==> config.mk <==
export PLATFORM = sky130hd
export DESIGN_NAME = uart_frame_codec
export DESIGN_NICKNAME = d
export VERILOG_FILES = /design/src/rtl/uart_pkg.sv /design/src/rtl/uart_cmd_fifo.sv /design/src/rtl/uart_frame_codec.sv
export SDC_FILE = /design/constraint.sdc
export NUM_CORES = 1
export LEC_CHECK = 0
export CORE_UTILIZATION = 35
export DETAILED_ROUTE_END_ITERATION = 7
export PLACE_DENSITY_LB_ADDON = 0.2
export SKIP_LAST_GASP = 1
export SLEW_MARGIN = 10
export SYNTH_ARGS = -nofsm -noshare
export SYNTH_HDL_FRONTEND = slang
export SYNTH_SLANG_ARGS = --single-unit
==> constraint.sdc <==
create_clock -name CLK_I -period 6.4 [get_ports CLK_I]
set_clock_uncertainty 0.15 [all_clocks]
set_input_delay 1.28 -clock CLK_I [delete_from_list [all_inputs] [get_ports CLK_I]]
set_output_delay 1.28 -clock CLK_I [all_outputs]
set_load 0.05 [all_outputs]
==> src/rtl/uart_pkg.sv <==
// Shared constants and state encodings for the UART byte-framing layer.
// HEADER doubles as the escape byte and the command introducer.
package uart_pkg;

    localparam logic [7:0] HEADER = 8'h01;

    typedef enum logic {
        RX_IDLE,
        RX_ESC
    } rx_state_t;

    typedef enum logic [1:0] {
        TX_IDLE,
        TX_FIRST,
        TX_SECOND
    } tx_state_t;

endpackage

==> src/rtl/uart_cmd_fifo.sv <==
// Synchronous first-word-fall-through FIFO; the head entry is visible without a read.
// A push into a full FIFO is accepted only when a pop frees a slot in the same cycle.
module uart_cmd_fifo #(
    parameter int WIDTH = 9,
    parameter int DEPTH = 8
) (
    input  logic                     CLK_I,
    input  logic                     RST_I,
    input  logic                     i_push,
    input  logic [WIDTH-1:0]         i_pushData,
    input  logic                     i_pop,
    output logic [WIDTH-1:0]         o_head,
    output logic                     o_full,
    output logic                     o_empty,
    output logic [$clog2(DEPTH):0]   o_count
);

    localparam int AW = $clog2(DEPTH);
    localparam logic [AW:0] FULL_COUNT = (AW + 1)'(DEPTH);

    logic [WIDTH-1:0] r_mem [DEPTH];
    logic [AW-1:0]    r_wrPtr;
    logic [AW-1:0]    r_rdPtr;
    logic [AW:0]      r_count;

    logic w_doPop;
    logic w_doPush;

    assign o_full   = (r_count == FULL_COUNT);
    assign o_empty  = (r_count == '0);
    assign o_count  = r_count;
    assign o_head   = r_mem[r_rdPtr];
    assign w_doPop  = i_pop & ~o_empty;
    assign w_doPush = i_push & (~o_full | w_doPop);

    // Pointers rely on DEPTH being a power of two so they wrap naturally.
    always_ff @(posedge CLK_I) begin
        if (RST_I) begin
            r_wrPtr <= '0;
            r_rdPtr <= '0;
            r_count <= '0;
        end else begin
            if (w_doPush) r_wrPtr <= r_wrPtr + 1'b1;
            if (w_doPop)  r_rdPtr <= r_rdPtr + 1'b1;
            case ({w_doPush, w_doPop})
                2'b10:   r_count <= r_count + 1'b1;
                2'b01:   r_count <= r_count - 1'b1;
                default: r_count <= r_count;
            endcase
        end
    end

    always_ff @(posedge CLK_I) begin
        if (w_doPush) r_mem[r_wrPtr] <= i_pushData;
    end

endmodule

==> src/rtl/uart_frame_codec.sv <==
// Byte framing between the UART PHY and the DMI TAP: un-escapes and tags received
// bytes into a FWFT FIFO, and escapes/prefixes outgoing TAP bytes for the transmitter.
module uart_frame_codec
    import uart_pkg::*;
#(
    parameter int FIFO_DEPTH = 8
) (
    input  logic       CLK_I,
    input  logic       RST_I,
    input  logic       RX_VALID_I,
    input  logic [7:0] RX_DATA_I,
    input  logic       READ_I,
    output logic [7:0] DATA_REC_O,
    output logic       CMD_REC_O,
    output logic       RX_EMPTY_O,
    output logic       RX_OVERFLOW_O,
    input  logic       WRITE_I,
    input  logic [7:0] DATA_SEND_I,
    input  logic       SEND_COMMAND_I,
    input  logic [7:0] COMMAND_I,
    output logic       TX_READY_O,
    output logic       TX_VALID_O,
    output logic [7:0] TX_DATA_O,
    input  logic       TX_READY_I
);

    rx_state_t r_rxState;
    rx_state_t w_rxNext;
    logic      w_push;
    logic [8:0] w_pushEntry;
    logic [8:0] w_head;
    logic      w_full;
    logic      w_empty;
    logic [$clog2(FIFO_DEPTH):0] w_rxCount;
    logic      w_popOk;
    logic      r_rxOverflow;

    tx_state_t r_txState;
    tx_state_t w_txNext;
    logic      r_txValid;
    logic      w_txNextValid;
    logic [7:0] r_txData;
    logic [7:0] w_txNextData;
    logic [7:0] r_txSecond;
    logic [7:0] w_txNextSecond;
    logic      r_txTwo;
    logic      w_txNextTwo;

    always_ff @(posedge CLK_I) begin
        if (RST_I) r_rxState <= RX_IDLE;
        else       r_rxState <= w_rxNext;
    end

    // A doubled HEADER is literal data; HEADER followed by anything else is a command.
    always_comb begin
        w_rxNext    = r_rxState;
        w_push      = 1'b0;
        w_pushEntry = '0;
        if (RX_VALID_I) begin
            case (r_rxState)
                RX_IDLE: begin
                    if (RX_DATA_I == HEADER) begin
                        w_rxNext = RX_ESC;
                    end else begin
                        w_push      = 1'b1;
                        w_pushEntry = {1'b0, RX_DATA_I};
                    end
                end
                RX_ESC: begin
                    w_rxNext    = RX_IDLE;
                    w_push      = 1'b1;
                    w_pushEntry = (RX_DATA_I == HEADER) ? {1'b0, HEADER} : {1'b1, RX_DATA_I};
                end
                default: w_rxNext = RX_IDLE;
            endcase
        end
    end

    uart_cmd_fifo #(
        .WIDTH(9),
        .DEPTH(FIFO_DEPTH)
    ) u_rxFifo (
        .CLK_I      (CLK_I),
        .RST_I      (RST_I),
        .i_push     (w_push),
        .i_pushData (w_pushEntry),
        .i_pop      (READ_I),
        .o_head     (w_head),
        .o_full     (w_full),
        .o_empty    (w_empty),
        .o_count    (w_rxCount)
    );

    assign w_popOk    = READ_I & ~w_empty;
    assign RX_EMPTY_O = w_empty;
    assign DATA_REC_O = (w_rxCount != '0) ? w_head[7:0] : 8'h00;
    assign CMD_REC_O  = (w_rxCount != '0) & w_head[8];

    always_ff @(posedge CLK_I) begin
        if (RST_I) r_rxOverflow <= 1'b0;
        else       r_rxOverflow <= w_push & w_full & ~w_popOk;
    end

    assign RX_OVERFLOW_O = r_rxOverflow;

    always_ff @(posedge CLK_I) begin
        if (RST_I) begin
            r_txState  <= TX_IDLE;
            r_txValid  <= 1'b0;
            r_txData   <= 8'h00;
            r_txSecond <= 8'h00;
            r_txTwo    <= 1'b0;
        end else begin
            r_txState  <= w_txNext;
            r_txValid  <= w_txNextValid;
            r_txData   <= w_txNextData;
            r_txSecond <= w_txNextSecond;
            r_txTwo    <= w_txNextTwo;
        end
    end

    // The whole sequence is decided at acceptance; later TAP input changes are ignored.
    always_comb begin
        w_txNext       = r_txState;
        w_txNextValid  = r_txValid;
        w_txNextData   = r_txData;
        w_txNextSecond = r_txSecond;
        w_txNextTwo    = r_txTwo;
        case (r_txState)
            TX_IDLE: begin
                if (WRITE_I) begin
                    w_txNext      = TX_FIRST;
                    w_txNextValid = 1'b1;
                    if (SEND_COMMAND_I) begin
                        w_txNextData   = HEADER;
                        w_txNextSecond = COMMAND_I;
                        w_txNextTwo    = 1'b1;
                    end else if (DATA_SEND_I == HEADER) begin
                        w_txNextData   = HEADER;
                        w_txNextSecond = HEADER;
                        w_txNextTwo    = 1'b1;
                    end else begin
                        w_txNextData   = DATA_SEND_I;
                        w_txNextSecond = 8'h00;
                        w_txNextTwo    = 1'b0;
                    end
                end
            end
            TX_FIRST: begin
                if (TX_READY_I) begin
                    if (r_txTwo) begin
                        w_txNext     = TX_SECOND;
                        w_txNextData = r_txSecond;
                    end else begin
                        w_txNext      = TX_IDLE;
                        w_txNextValid = 1'b0;
                        w_txNextData  = 8'h00;
                    end
                end
            end
            TX_SECOND: begin
                if (TX_READY_I) begin
                    w_txNext      = TX_IDLE;
                    w_txNextValid = 1'b0;
                    w_txNextData  = 8'h00;
                    w_txNextTwo   = 1'b0;
                end
            end
            default: begin
                w_txNext      = TX_IDLE;
                w_txNextValid = 1'b0;
                w_txNextData  = 8'h00;
                w_txNextTwo   = 1'b0;
            end
        endcase
    end

    assign TX_READY_O = (r_txState == TX_IDLE);
    assign TX_VALID_O = r_txValid;
    assign TX_DATA_O  = r_txData;

endmodule

-- After elaboration in Yosys (flattened, before gate mapping)
Memories as Yosys holds them, arrays and structs flattened. A register that Yosys moved wholly into a read port is not among the register bits.
Cells that the tools add are included.
- register bits after elaboration: 32
- bits in latches: 0
- RAM bits: 72
- ROM bits: 0
- input port bits: 31
- output and inout port bits: 21
- logic and storage cells: 83
- memories: 1
- add/subtract/negate cells: 4
- multiply operators: 0
- div/mod/pow operators: 0
- magnitude comparators: 0
- eq/ne operators: 11
- shifts and indexed selects: 0
- muxes and demuxes: 38
- bitwise logic cells: 11
- reductions and logical operators: 8
- memory list (memory ; words ; width ; rd ports ; clocked after memory_dff ; write ports ; line ; text):
    u_rxFifo.r_mem ; 8 ; 9 ; 1 ; 1 ; 1 ; uart_cmd_fifo.sv:21 ; logic [WIDTH-1:0] r_mem [DEPTH];
- operator list (cell ; number):
    $mux W8 ; 9
    $pmux W8 S3 ; 1
    $mux W9 ; 2
    $pmux W9 S2 ; 1
    $eq A8 B1 Y1 const B ; 2
    $mux W1 ; 13
    $mux W2 ; 4
    $ne A2 B2 Y1 const B ; 4
    $pmux W4 S2 ; 1
    $add A3 B1 Y3 const B ; 2
    $mux W3 ; 2
    $pmux W1 S3 ; 2
    $pmux W2 S3 ; 1
    $reduce_and A3 Y1 ; 2
    $and A1 B1 Y1 ; 5
    $not A1 Y1 ; 5
    $add A4 B1 Y4 const B ; 1
    $eq A2 B1 Y1 const B ; 2
    $eq A2 B2 Y1 const B ; 2
    $eq A4 B4 Y1 const B ; 1
    $logic_not A4 Y1 ; 1
    $pmux W1 S2 ; 2
    $reduce_and A4 Y1 ; 1
    $reduce_bool A4 Y1 ; 1
    5 further kinds ; 5

-- Depth between registers and ports, before layout
- depth after elaboration: 7
- depth in mapped cells: 12
- mapped depth without buffers: 11

-- Hierarchy
From an unflattened synthesis, not the netlist that was laid out.
- cell total of the unflattened synthesis: 317
- area total of the unflattened synthesis: 4581.9 um^2
- by module, submodules not included (module ; times used ; cells each ; area an instance (um^2) ; seq. area each (um^2)):
    uart_cmd_fifo ; 1 ; 187 ; 3507.1 ; 2422.3
    uart_frame_codec ; 1 ; 130 ; 1074.8 ; 440.4

-- Least setup slack after synthesis
No wires, ideal clock.
- path kind: input to register
- start point: input RX_DATA_I[3]
- end point: register u_rxFifo.r_count[3], in the netlist u_rxFifo.o_count[3]
- setup time: 0.121 ns
- arrival time: 3.294 ns
- data required time: 6.129 ns
- setup slack: 2.836 ns
- stages on the path: 10
- buffers on the path: 1
- cell sequence: nor4b_2 -> a31oi_4 -> and2_1 -> inv_2 -> ha_1 -> clkbuf_1 -> nor4b_1 -> o21ai_1 -> o31ai_1 -> mux2_2
- cells in the longest elaborated chain, start to end: 7
- elaborated cells on any way between the ends: 9
- those cells by class: eq/ne: 3; mux: 4; bitwise: 1; reduce/logical: 1
- RTL lines (item ; line ; text):
    start: declaration ; uart_frame_codec.sv:11 ; input logic [7:0] RX_DATA_I,
    $eq A8 B1 Y1 (*) ; uart_frame_codec.sv:62 ; if (RX_DATA_I == HEADER) begin
    $mux W1 (*) ; uart_frame_codec.sv:62 ;
    $pmux W1 S2 (*) ; uart_frame_codec.sv:60 ; case (r_rxState)
    $mux W1 (*) ; uart_frame_codec.sv:59 ; if (RX_VALID_I) begin
    $and A1 B1 Y1 (*) ; uart_cmd_fifo.sv:34 ; assign w_doPush = i_push & (~o_full | w_doPop);
    $eq A2 B1 Y1 / $eq A2 B2 Y1 (equally long branches) ; uart_cmd_fifo.sv:45 ; case ({w_doPush, w_doPop})
    $pmux W4 S2 / $reduce_bool A2 Y1 (equally long branches) ; -- ;
    end signal: assignment ; uart_cmd_fifo.sv:46 ; 2'b10: r_count <= r_count + 1'b1;
    end signal: assignment ; uart_cmd_fifo.sv:47 ; 2'b01: r_count <= r_count - 1'b1;
    end signal: assignment ; uart_cmd_fifo.sv:48 ; default: r_count <= r_count;
    end: declaration ; uart_cmd_fifo.sv:24 ; logic [AW:0] r_count;
Every way passes the cells marked *; elsewhere a longest branch is shown, timed or not.
A chain may end at the register's enable or synchronous reset.

==> reports/metrics.csv <==
stage,metric,value,unit
place,io_buffers,51,
clock_network,numCtsBuffers,9,
setup_path,cp_top_family,buffers and inverters,
synthesis,synthArstFlopShare,0,
clock_network,cts_tree,yes,
synthesis,synth_seq_area_share,0.633,
timing,finalSetupTns,0,ns
route,viasPerCell,4.99,
global_routing,overflow,0,
floorplan,rows,41,
clock_network,clockBufferDepth,2,
power_and_ir_drop,sw_frac_of_total,0.322,
setup_path,path_depth,5,
final_layout,antenna_cells,0,
setup_path,cp_max_fo,10,
clock_network,holdBufCountCts,0,
clock_network,htreeDepth,3,
power_and_ir_drop,power.total,0.00195,W
power_and_ir_drop,internal_power,0.00132,W
power_and_ir_drop,p_leak,1.82,nW
timing,hold_viol,0,
global_routing,grt_start_max_net_pins,32,
setup_path,worst-r2r-setup-slack,3.72,ns
job,maxCapViolations,0,
power_and_ir_drop,peakVddDrop,0.125,mV
synthesis,avgSynthCellArea,14.6,um2
floorplan,start_util,0.358,
timing,max_freq,230,MHz
setup_path,cp-end-kind,output port,
route,wl_per_cell,17.3,um
setup_path,arrival,2.93,ns
synthesis,synth-seq-cells,107,
synthesis,netlist_top_cells_area,"edfxtp_1 (48%), dfxtp_1 (15%), mux4_2 (5.0%), mux4_1 (4.6%), mux2i_1 (2.9%)",
power_and_ir_drop,clkPwrFrac,0.283,
synthesis,synth_fp_nets,345,
route,postRouteWirelength,9280,um
route,drtAntennaViolNets,0,
timing,relSlewSlack,0.217,
place,gp_congestion,0.775,
clock_network,cts_root_buffer,clkbuf_16,
min_path,hp-class,register to register,
timing,rsz0062_at_grt,no,
floorplan,core_area,0.0126,mm2
synthesis,yosysWarnings,0,
place,placed_area,0.00521,mm2
timing,finalMaxSlewViolations,0,
floorplan,ios,52,
global_routing,track_usage,0.150,
setup_path,cpMaxStageDelayCell,dfxtp_1,
global_routing,grt_first_pass_wirelength,14200,um
route,drt_iter0_markers,121,
global_routing,first_global_vias,2721,
final_layout,nets,397,
synthesis,synth_cell_type_count,47,
setup_path,cp_cell_sequence,buf_4 > mux4_1 > mux2i_1 > nor2_1 > clkdlybuf4s50_1,
final_layout,layout-drive-gt1-share,0.120,
setup_path,critPathLaunchType,register,
synthesis,yosysTopAreaCellShare,0.478,
floorplan,die_h,116,um
power_and_ir_drop,powerDensity,355,mW/mm2
timing,fin_crit_sh,0.681,
place,placedCellCount,522,
power_and_ir_drop,combPwrFrac,0.291,
power_and_ir_drop,seqPwrFrac,0.426,
min_path,hold_depth,2,
synthesis,synth_top_cell_by_area,edfxtp_1,
synthesis,synth_edf_count,72,
route,num_vias,2687,
route,first_pass_iters,6,
synthesis,synth_area,0.00452,mm2
setup_path,path_class,register to output port,
floorplan,die_w,116,um
setup_path,crit_required,4.97,ns
timing,setup_viol,0,
timing,hold_ws,0.305,ns
floorplan,die-area,0.0134,mm2
setup_path,cpPeakStageDelay,0.75,ns
clock_network,cts_sinks,107,
setup_path,worstRegToRegCells,11,
timing,worstMarginPinSlew,1.17,ns
synthesis,ys.flop_type,edfxtp_1,
run_status,status,completed,
clock_network,clk_pin_slew_worst_paths,0.07,ns
place,hpwl,6080,um
clock_network,cts_setup_buffers,0,
clock_network,insertion_delay,0.35,ns
timing,period_minus_slack,4.36,ns
final_layout,syn_to_final_growth,21.6,%
power_and_ir_drop,p_sw,0.000629,W
final_layout,fin_area,0.00550,mm2
route,remaining_drc_errors,0,
synthesis,synthCells,309,
setup_path,cp_num_buf_inv,2,
final_layout,final-instance-count-excl-fill,538,
clock_network,cts_resized,0,
global_routing,antenna_found_initial,1,
[through the flow]
| stage | setup slack (ns) | util |
|---|---|---|
| finish | 2.04 | 0.436 |
| global route | 1.82 | 0.436 |
| CTS | 1.94 | 0.436 |
| detailed placement | 2.07 | 0.413 |
| global placement | 2.18 | 0.413 |
| floorplan | 2.84 | - |
[cell usage after synthesis (4+ instances only)]
master / instances
xor2_1: 4
nand2_1: 12
mux4_1: 8
a22o_1: 14
nand3_1: 10
a211oi_1: 4
clkbuf_1: 6
edfxtp_1: 72
o21ai_0: 4
and2_1: 10
mux2i_1: 13
dfxtp_1: 35
a21oi_1: 14
buf_2: 5
nor3_1: 6
nand2b_1: 7
nor2b_1: 4
ha_1: 5
nor2_1: 27
mux4_2: 10
[tightest hold or removal path, cell delays in order, from the launching register on]
cell,delay [ns]
dfxtp_1,0.31
nand2_1,0.05
a21oi_1,0.05
[layer usage]
layer / routed length [um] / global-route usage / vias up
li1: - / - / 1292
met1: 4200 / 0.178 / 1305
met2: 4370 / 0.248 / 68
met3: 454 / 0.0471 / 20
met4: 246 / 0.0692 / 2
met5: 13 / 0 / -
[cell type report]
type | instances | area, um2
fillers | 1189 | 7120
multi-input cells | 182 | 1560
inverters | 4 | 15.0
clock inverters | 5 | 62.6
clock buffers | 11 | 233
repair buffers | 57 | 556
well taps | 172 | 215
flip-flops and latches | 107 | 2860
[power by group through the flow]
| stage | Combinational, W | Sequential [W] | Clock (W) |
|---|---|---|---|
| after floorplan | 0.000421 | 0.000824 | 0 |
| after global placement | 0.000575 | 0.000846 | 0 |
| after detailed placement | 0.000576 | 0.000847 | 0 |
| after CTS | 0.000577 | 0.000832 | 0.000569 |
| after global routing | 0.000610 | 0.000836 | 0.000594 |
| final | 0.000568 | 0.000830 | 0.000553 |
[logic make-up after synthesis]
family                     Yosys count  share of synthesized area
DFF                                107                      0.633
and+or+nand+nor                     94                      0.117
AOI/OAI and AO/OA                   45                     0.0716
muxes                               33                      0.130
buffers and inverters               20                     0.0249
xor gates and xnor gates             5                    0.00968
adders and majority gates            5                     0.0138
[worst paths after layout]
path,from,to
worst max-delay path,register,DATA_REC_O[0]
worst min-delay path,r_txSecond[2],r_txSecond[2]
worst max register to register,u_rxFifo.o_count[1],u_rxFifo.o_count[2]
worst min register to register,r_txSecond[2],r_txSecond[2]
[layout by cell type (no fill, tap or decap), drive strengths merged, types with 4 or more instances in the layout]
master	n
nor2	27
mux4	18
dfxtp	35
a21oi	14
nand2	12
a22o	14
nand3	10
and2	11
a211oi	5
inv	6
edfxtp	72
nor2b	4
clkdlybuf4s50	51
o21ai	7
xor2	4
mux2i	13
clkbuf	11
nand2b	7
buf	6
nor3	8
ha	5
[registers in the layout, summed over array words and instances (netlist names), named ones only]
signal            flops
RX_OVERFLOW_O         1
r_txTwo               1
r_txSecond            8
TX_VALID_O            1
r_rxState             1
r_txState             2
u_rxFifo.r_rdPtr      3
u_rxFifo.r_wrPtr      3
u_rxFifo.o_count      4
u_rxFifo.r_mem       72
TX_DATA_O             8
No activity file was read; power rests on OpenSTA's default activity.
